--- src/rtl/enoc_switch_allocator.sv ---
// ---------------------------------------------------------------------------
// enoc_switch_allocator
//
// Output-port allocator for an ENoC router. Each input presents a one-hot
// (or zero) output request from its route calculator; every output picks
// one requesting input using a per-output round-robin pointer. Grants are
// combinational in the same cycle; pointer (and lock) state is registered.
//
// Optional feature macro: ENOC_PKT_LOCK_EN
//   When defined, an output that grants a non-tail flit locks onto that
//   input (wormhole) until the owner's tail flit is granted. When undefined,
//   every grant advances the pointer and i_tail is ignored.
//
// Ports
//   clk             clock
//   reset           synchronous active-high reset; forces all outputs to 0
//   i_output_req    N*M  request matrix, input i at [i*M +: M], output 0 at
//                        the MSB of each slice
//   i_tail          N    head flit of input i is a tail / single-flit packet
//   i_en            M    output m can accept a flit this cycle
//   o_output_grant  N*M  grant matrix, same layout as i_output_req
//   o_input_grant   N    dequeue strobe per input (OR of its grant row)
//   o_output_val    M    output m carries a granted flit
//   o_output_sel    M*W  crossbar select, output m at [m*W +: W]; 0 if idle
// ---------------------------------------------------------------------------
module enoc_switch_allocator #(
  parameter int N = 5,
  parameter int M = 5,
  parameter int W = (N > 1) ? $clog2(N) : 1
) (
  input  logic             clk,
  input  logic             reset,
  input  logic [N*M-1:0]   i_output_req,
  input  logic [N-1:0]     i_tail,
  input  logic [M-1:0]     i_en,
  output logic [N*M-1:0]   o_output_grant,
  output logic [N-1:0]     o_input_grant,
  output logic [M-1:0]     o_output_val,
  output logic [M*W-1:0]   o_output_sel
);

  // Requests regrouped by output column so each arbiter sees its N bits.
  logic [M-1:0][N-1:0] req_col;
  logic [M-1:0][W-1:0] ptr;
  logic [M-1:0]        win_val;
  logic [M-1:0][W-1:0] win_idx;

`ifdef ENOC_PKT_LOCK_EN
  logic [M-1:0]        lock;
  logic [M-1:0][W-1:0] owner;
`else
  logic unused_tail;
  assign unused_tail = ^i_tail;
`endif

  // Advance an input index by one, wrapping N-1 back to 0 (N need not be a
  // power of two, so plain overflow is not enough).
  function automatic logic [W-1:0] wrap_inc(input logic [W-1:0] v);
    return (v == W'(N - 1)) ? '0 : v + 1'b1;
  endfunction

  // Output 0 sits at the MSB of each input's request slice.
  always_comb begin
    req_col = '0;
    for (int m = 0; m < M; m++) begin
      for (int i = 0; i < N; i++) begin
        req_col[m][i] = i_output_req[i*M + (M-1-m)];
      end
    end
  end

  // Per-output arbitration. A locked output only listens to its owner;
  // otherwise inputs are scanned from ptr upward with wrap-around and the
  // first requester wins.
  always_comb begin
    int idx;
    win_val = '0;
    win_idx = '0;
    idx     = 0;
    for (int m = 0; m < M; m++) begin
      if (i_en[m]) begin
`ifdef ENOC_PKT_LOCK_EN
        if (lock[m]) begin
          if (req_col[m][owner[m]]) begin
            win_val[m] = 1'b1;
            win_idx[m] = owner[m];
          end
        end else
`endif
        begin
          for (int k = 0; k < N; k++) begin
            idx = int'(ptr[m]) + k;
            if (idx >= N) idx = idx - N;
            if (!win_val[m] && req_col[m][idx]) begin
              win_val[m] = 1'b1;
              win_idx[m] = W'(idx);
            end
          end
        end
      end
    end
  end

  // Drive grant matrix, dequeue strobes and crossbar selects from the
  // per-output winners. Reset blanks everything regardless of requests.
  always_comb begin
    o_output_grant = '0;
    o_input_grant  = '0;
    o_output_val   = '0;
    o_output_sel   = '0;
    if (!reset) begin
      for (int m = 0; m < M; m++) begin
        if (win_val[m]) begin
          o_output_val[m]                                 = 1'b1;
          o_output_sel[m*W +: W]                          = win_idx[m];
          o_output_grant[int'(win_idx[m])*M + (M-1-m)]    = 1'b1;
          o_input_grant[win_idx[m]]                       = 1'b1;
        end
      end
    end
  end

  // State update. Outputs with no grant (idle, no credit or owner bubble)
  // keep their pointer and lock untouched.
  always_ff @(posedge clk) begin
    if (reset) begin
      ptr <= '0;
`ifdef ENOC_PKT_LOCK_EN
      lock  <= '0;
      owner <= '0;
`endif
    end else begin
      for (int m = 0; m < M; m++) begin
        if (win_val[m]) begin
`ifdef ENOC_PKT_LOCK_EN
          if (lock[m]) begin
            if (i_tail[owner[m]]) begin
              lock[m] <= 1'b0;
              ptr[m]  <= wrap_inc(owner[m]);
            end
          end else if (i_tail[win_idx[m]]) begin
            ptr[m] <= wrap_inc(win_idx[m]);
          end else begin
            lock[m]  <= 1'b1;
            owner[m] <= win_idx[m];
          end
`else
          ptr[m] <= wrap_inc(win_idx[m]);
`endif
        end
      end
    end
  end

`ifndef SYNTHESIS
  // Each input's request vector must be one-hot or zero.
  for (genvar gi = 0; gi < N; gi++) begin : g_onehot
    a_req_onehot : assert property (@(posedge clk) disable iff (reset)
      $onehot0(i_output_req[gi*M +: M]));
  end
`endif

endmodule

--- config.mk ---
export PLATFORM = sky130hd
export DESIGN_NAME = enoc_switch_allocator
export DESIGN_NICKNAME = d
export VERILOG_FILES = /design/src/rtl/enoc_switch_allocator.sv
export SDC_FILE = /design/constraint.sdc
export NUM_CORES = 1
export LEC_CHECK = 0
export CAP_MARGIN = 20
export CORE_AREA = 2 2 144 146
export CTS_BUF_LIST = sky130_fd_sc_hd__clkbuf_8
export DETAILED_ROUTE_END_ITERATION = 10
export DIE_AREA = 0 0 146 148
export GPL_ROUTABILITY_DRIVEN = 0
export PLACE_DENSITY_LB_ADDON = 0.2
export SLEW_MARGIN = 15
export SYNTH_ARGS = -nofsm -noshare
export SYNTH_HDL_FRONTEND = slang
export SYNTH_SLANG_ARGS = --single-unit
--- constraint.sdc ---
create_clock -name clk -period 7.2 [get_ports clk]
set_clock_uncertainty 0.2 [all_clocks]
set_input_delay 0.72 -clock clk [delete_from_list [all_inputs] [get_ports clk]]
set_output_delay 0.72 -clock clk [all_outputs]
set_load 0.01 [all_outputs]
==> summary.md <==
| Metric | Value |
|---|---|
| Delay-heaviest family, CP | simple AND/OR/NAND/NOR gates |
| Crit path largest cell delay | 0.65 ns |
| Die Ht | 148 µm |
| Area contributors post-synth | ha_1 14%, mux2i_1 5.1%, nand2_1 4.5% |
| H-tree Lvls | 1 |
| Crit Path Max Fanout | 5 |
| Clk sinks | 15 |
| Internal power | 0.00246 W |
| Maximum VDD drop | 0.000228 V |
| Worst path cell trace | inv_1 > ha_1 > inv_1 > ha_1 > or3_1 > o211ai_1 > mux2i_1 > o311a_1 > o21ai_1 > nor4_2 > buf_4 > a211o_1 > and3_1 > inv_1 > ha_1 > ha_1 > fa_1 > nand3b_1 > or4b_2 > o221ai_1 > a31oi_1 > o32ai_1 > clkdlybuf4s50_1 |
| DRT Pass-1 Iters | 5 |
| Layout cells sized above 1 | 0.120 |
| Reg area | 305 µm² |
| Commonest cells post-synth | 106 x nand2_1, 98 x ha_1, 97 x nor2_1, 74 x a21oi_1, 64 x inv_1 |
| Top-count cell post-synth | nand2_1 |
| IO Pins | 87 |
| Reg with most FFs | ptr |
| Core area | 20000 µm² |
| Net Switching | 0.00330 W |
| Die Area | 21600 µm² |
| Die X | 146 µm |
| Critical path origin | ptr[1] |
| Outcome | complete, no violations |
| WL final | 28.4 mm |
| Biggest regs | ptr (15) |
| Largest net degree at the start of global routing | 66 |
| Clk pwr share | 0.013 |
| CP bufs+invs | 5 |
| Syn avg cell area | 7.14 µm² |
| Worst setup margin | 0.164 ns |
| Final hold viol count | 0 |
| Area share of the largest cell type after synthesis | 0.139 |
| Number of synthesized register bits | 15 |
| # hold bufs at CTS | 0 |
| RSZ-0062 raised after global routing | true |
| Post-layout util | 0.515 |
| Most frequent CP cell | ha_1 |
| Leakage | 4.19 nW |
| Average wire per cell in the routed design | 17.8 µm |
| Data arrival time of the critical path | 6.12 ns |
| Hold Startpoint | ptr[2] |
| First-pass GRT wire length | 46.6 mm |
| Initial antenna violation count | 0 |
| Period utilization | 0.977 |
| Post-Place Worst Slack | 0.0741 ns |
| Cells after Synth | 1240 |
| Logic pwr share | 0.960 |
| P&R area growth vs syn | 16.6% |
| Mapped Area | 8850 µm² |
| Antenna Diode Count | 0 |
| Register area share after synthesis | 0.0339 |
| Max reg flops | 15 |
| Number of global-route vias before repair | 9263 |
| CP Launch Type | register |
| Clock Tree Buf Depth | 2 |
| Global-route usage over all layers | 0.252 |
| Synthesis warning total | 0 |
| Initial Util | 0.442 |
| Fmax achieved | 142 MHz |
| DRT iter0 DRCs | 632 |
| Async set-reset flop share out of synthesis | 0 |
| Net Sw Frac | 0.573 |
| PwrDens | 558 nW/µm² |
| Fillers | 1996 |
| Worst slew pin tran | 0.792 ns |
| Root Buffer Master | clkbuf_8 |
| Max-Cap Viols | 0 |
| Post-route ant nets | 0 |
| CTS tree | done |
| Main flop type after synthesis | dfxtp_1 |
| Worst setup EP type | output port |
| Overall power | 0.00576 W |
| Multi-input gate area | 8080 µm² |
| Synth unique cells | 94 |
| Crit Path Class | reg -> out |
| Vias/cell | 6.31 |
| PortBufs | 81 |
| FP Rows | 52 |
| CTS buffer count | 3 |
| EDFF count, synth | 0 |
| CTS clk-pin slew, worst paths | 0.08 ns |
| Nets | 1460 |
| GRT overflow | 0 |
| R2r startpoint | ptr[6] |
| Hold Crit Class | reg -> reg |
| DR DRC count | 0 |
| Clk_lat worst skew | 0.27 ns |
| CP Data Required Time | 6.28 ns |
| Slowest stage cell, crit path | or4b_2 |
| Register share of total power | 0.027 |
| DP HPWL | 22.2 mm |
| Setup violators final | 0 |
| Slew Viols, Final | 0 |
| Area leader, netlist | ha_1 |
| Syn_nets | 1377 |
| Vias | 10100 |
| Final Critical Period | 7.04 ns |
| Relative slew slack | 0.468 |
## cells by family (layout without fill, tap and decap cells)
family | Yosys count | in the layout | share of synthesized area
xor gates and xnor gates | 30 | 30 | 0.0318
AOI/OAI and AO/OA | 408 | 408 | 0.336
and+or+nand+nor | 473 | 473 | 0.284
muxes | 78 | 78 | 0.109
adders and majority gates | 100 | 100 | 0.143
buffers and inverters | 136 | 218 | 0.0625
DFF | 15 | 15 | 0.0339
## cell type report
cell class	count	area share
Clock buffer	3	0.00400
Clock inverter	1	0.000485
Inverter	68	0.0247
Multi-Input combinational cell	1089	0.783
Sequential cell	15	0.0296
Tap cell	270	0.0327
Timing Repair Buffer	146	0.126
## worst register-to-register path: stages, from the launching register on
cell and delay [ns]:
dfxtp_1 0.32, inv_1 0.33, ha_1 0.22, inv_1 0.04
ha_1 0.28, buf_4 0.19, nand2_1 0.07, o211ai_1 0.42
mux2_2 0.39, and3_1 0.16, nor3_2 0.32, mux2i_1 0.24
o211a_1 0.17, nor2_1 0.04, buf_4 0.17, inv_1 0.09
ha_1 0.25, o211ai_1 0.15, nand3b_1 0.12, a21oi_1 0.07
## power by group through the flow
stage	Combinational, W	Sequential (W)	Clock (W)
after floorplan	0.00380	0.000148	0
after global placement	0.00527	0.000153	0
after detailed placement	0.00531	0.000153	0
after CTS	0.00535	0.000152	0.0000793
after global routing	0.00606	0.000162	0.0000806
final	0.00553	0.000154	0.0000768
## metrics by stage
step / cell area [µm²] / cells / setup TNS (ns) / hold WS [ns]
final: 10300 / 1592 / 0 / 0.357
after global routing: 10300 / 1592 / -0.0807 / 0.392
after CTS: 10200 / 1588 / 0 / 0.369
after detailed placement: 10200 / 1584 / 0 / 0.359
after global placement: 10200 / 1584 / 0 / 0.349
after floorplan: 8850 / 1240 / 0 / 0.369
## what timing repair did
item | in CTS | in global routing
buffers inserted | 0 | 4
gates resized for setup | 1 | 30
endpoints found under the setup margin | 2 | 25
pin swaps | 0 | 1
gates cloned | 0 | 0
## placed cells by master, fill, tap and decap left out, types with 19 or more instances in the layout
| cell type | synthesis | final |
|---|---|---|
| o211ai_1 | 24 | 24 |
| nand3b_1 | 20 | 20 |
| nand3_1 | 29 | 28 |
| clkdlybuf4s50_1 | 0 | 79 |
| nor2_1 | 97 | 97 |
| o21ai_0 | 34 | 31 |
| a31oi_1 | 19 | 19 |
| a211oi_1 | 31 | 29 |
| nand2b_1 | 41 | 40 |
| buf_4 | 1 | 65 |
| nand2_1 | 106 | 106 |
| xnor2_1 | 20 | 19 |
| mux2i_1 | 45 | 43 |
| nor2b_1 | 30 | 30 |
| a21oi_1 | 74 | 73 |
| ha_1 | 98 | 93 |
| o22ai_1 | 50 | 50 |
| inv_1 | 64 | 63 |
| nor3_1 | 34 | 32 |
## worst paths after layout
path,endpoint,slack [ns],cells past startpoint
worst min register to register,ptr[2],0.36,2
worst min-delay path,ptr[2],0.36,2
worst max-delay path,o_output_grant[14],0.16,23
worst max register to register,ptr[6],2.81,19
## layer usage
layer	routed length [µm]	part of all wire	up-vias	global-route usage
li1	-	-	4933	-
met1	12900	0.46	4707	0.346
met2	12700	0.45	360	0.408
met3	2040	0.072	51	0.0404
met4	707	0.025	0	0.0748
met5	0	0	-	0
No activity file was read; power rests on OpenSTA's default activity.
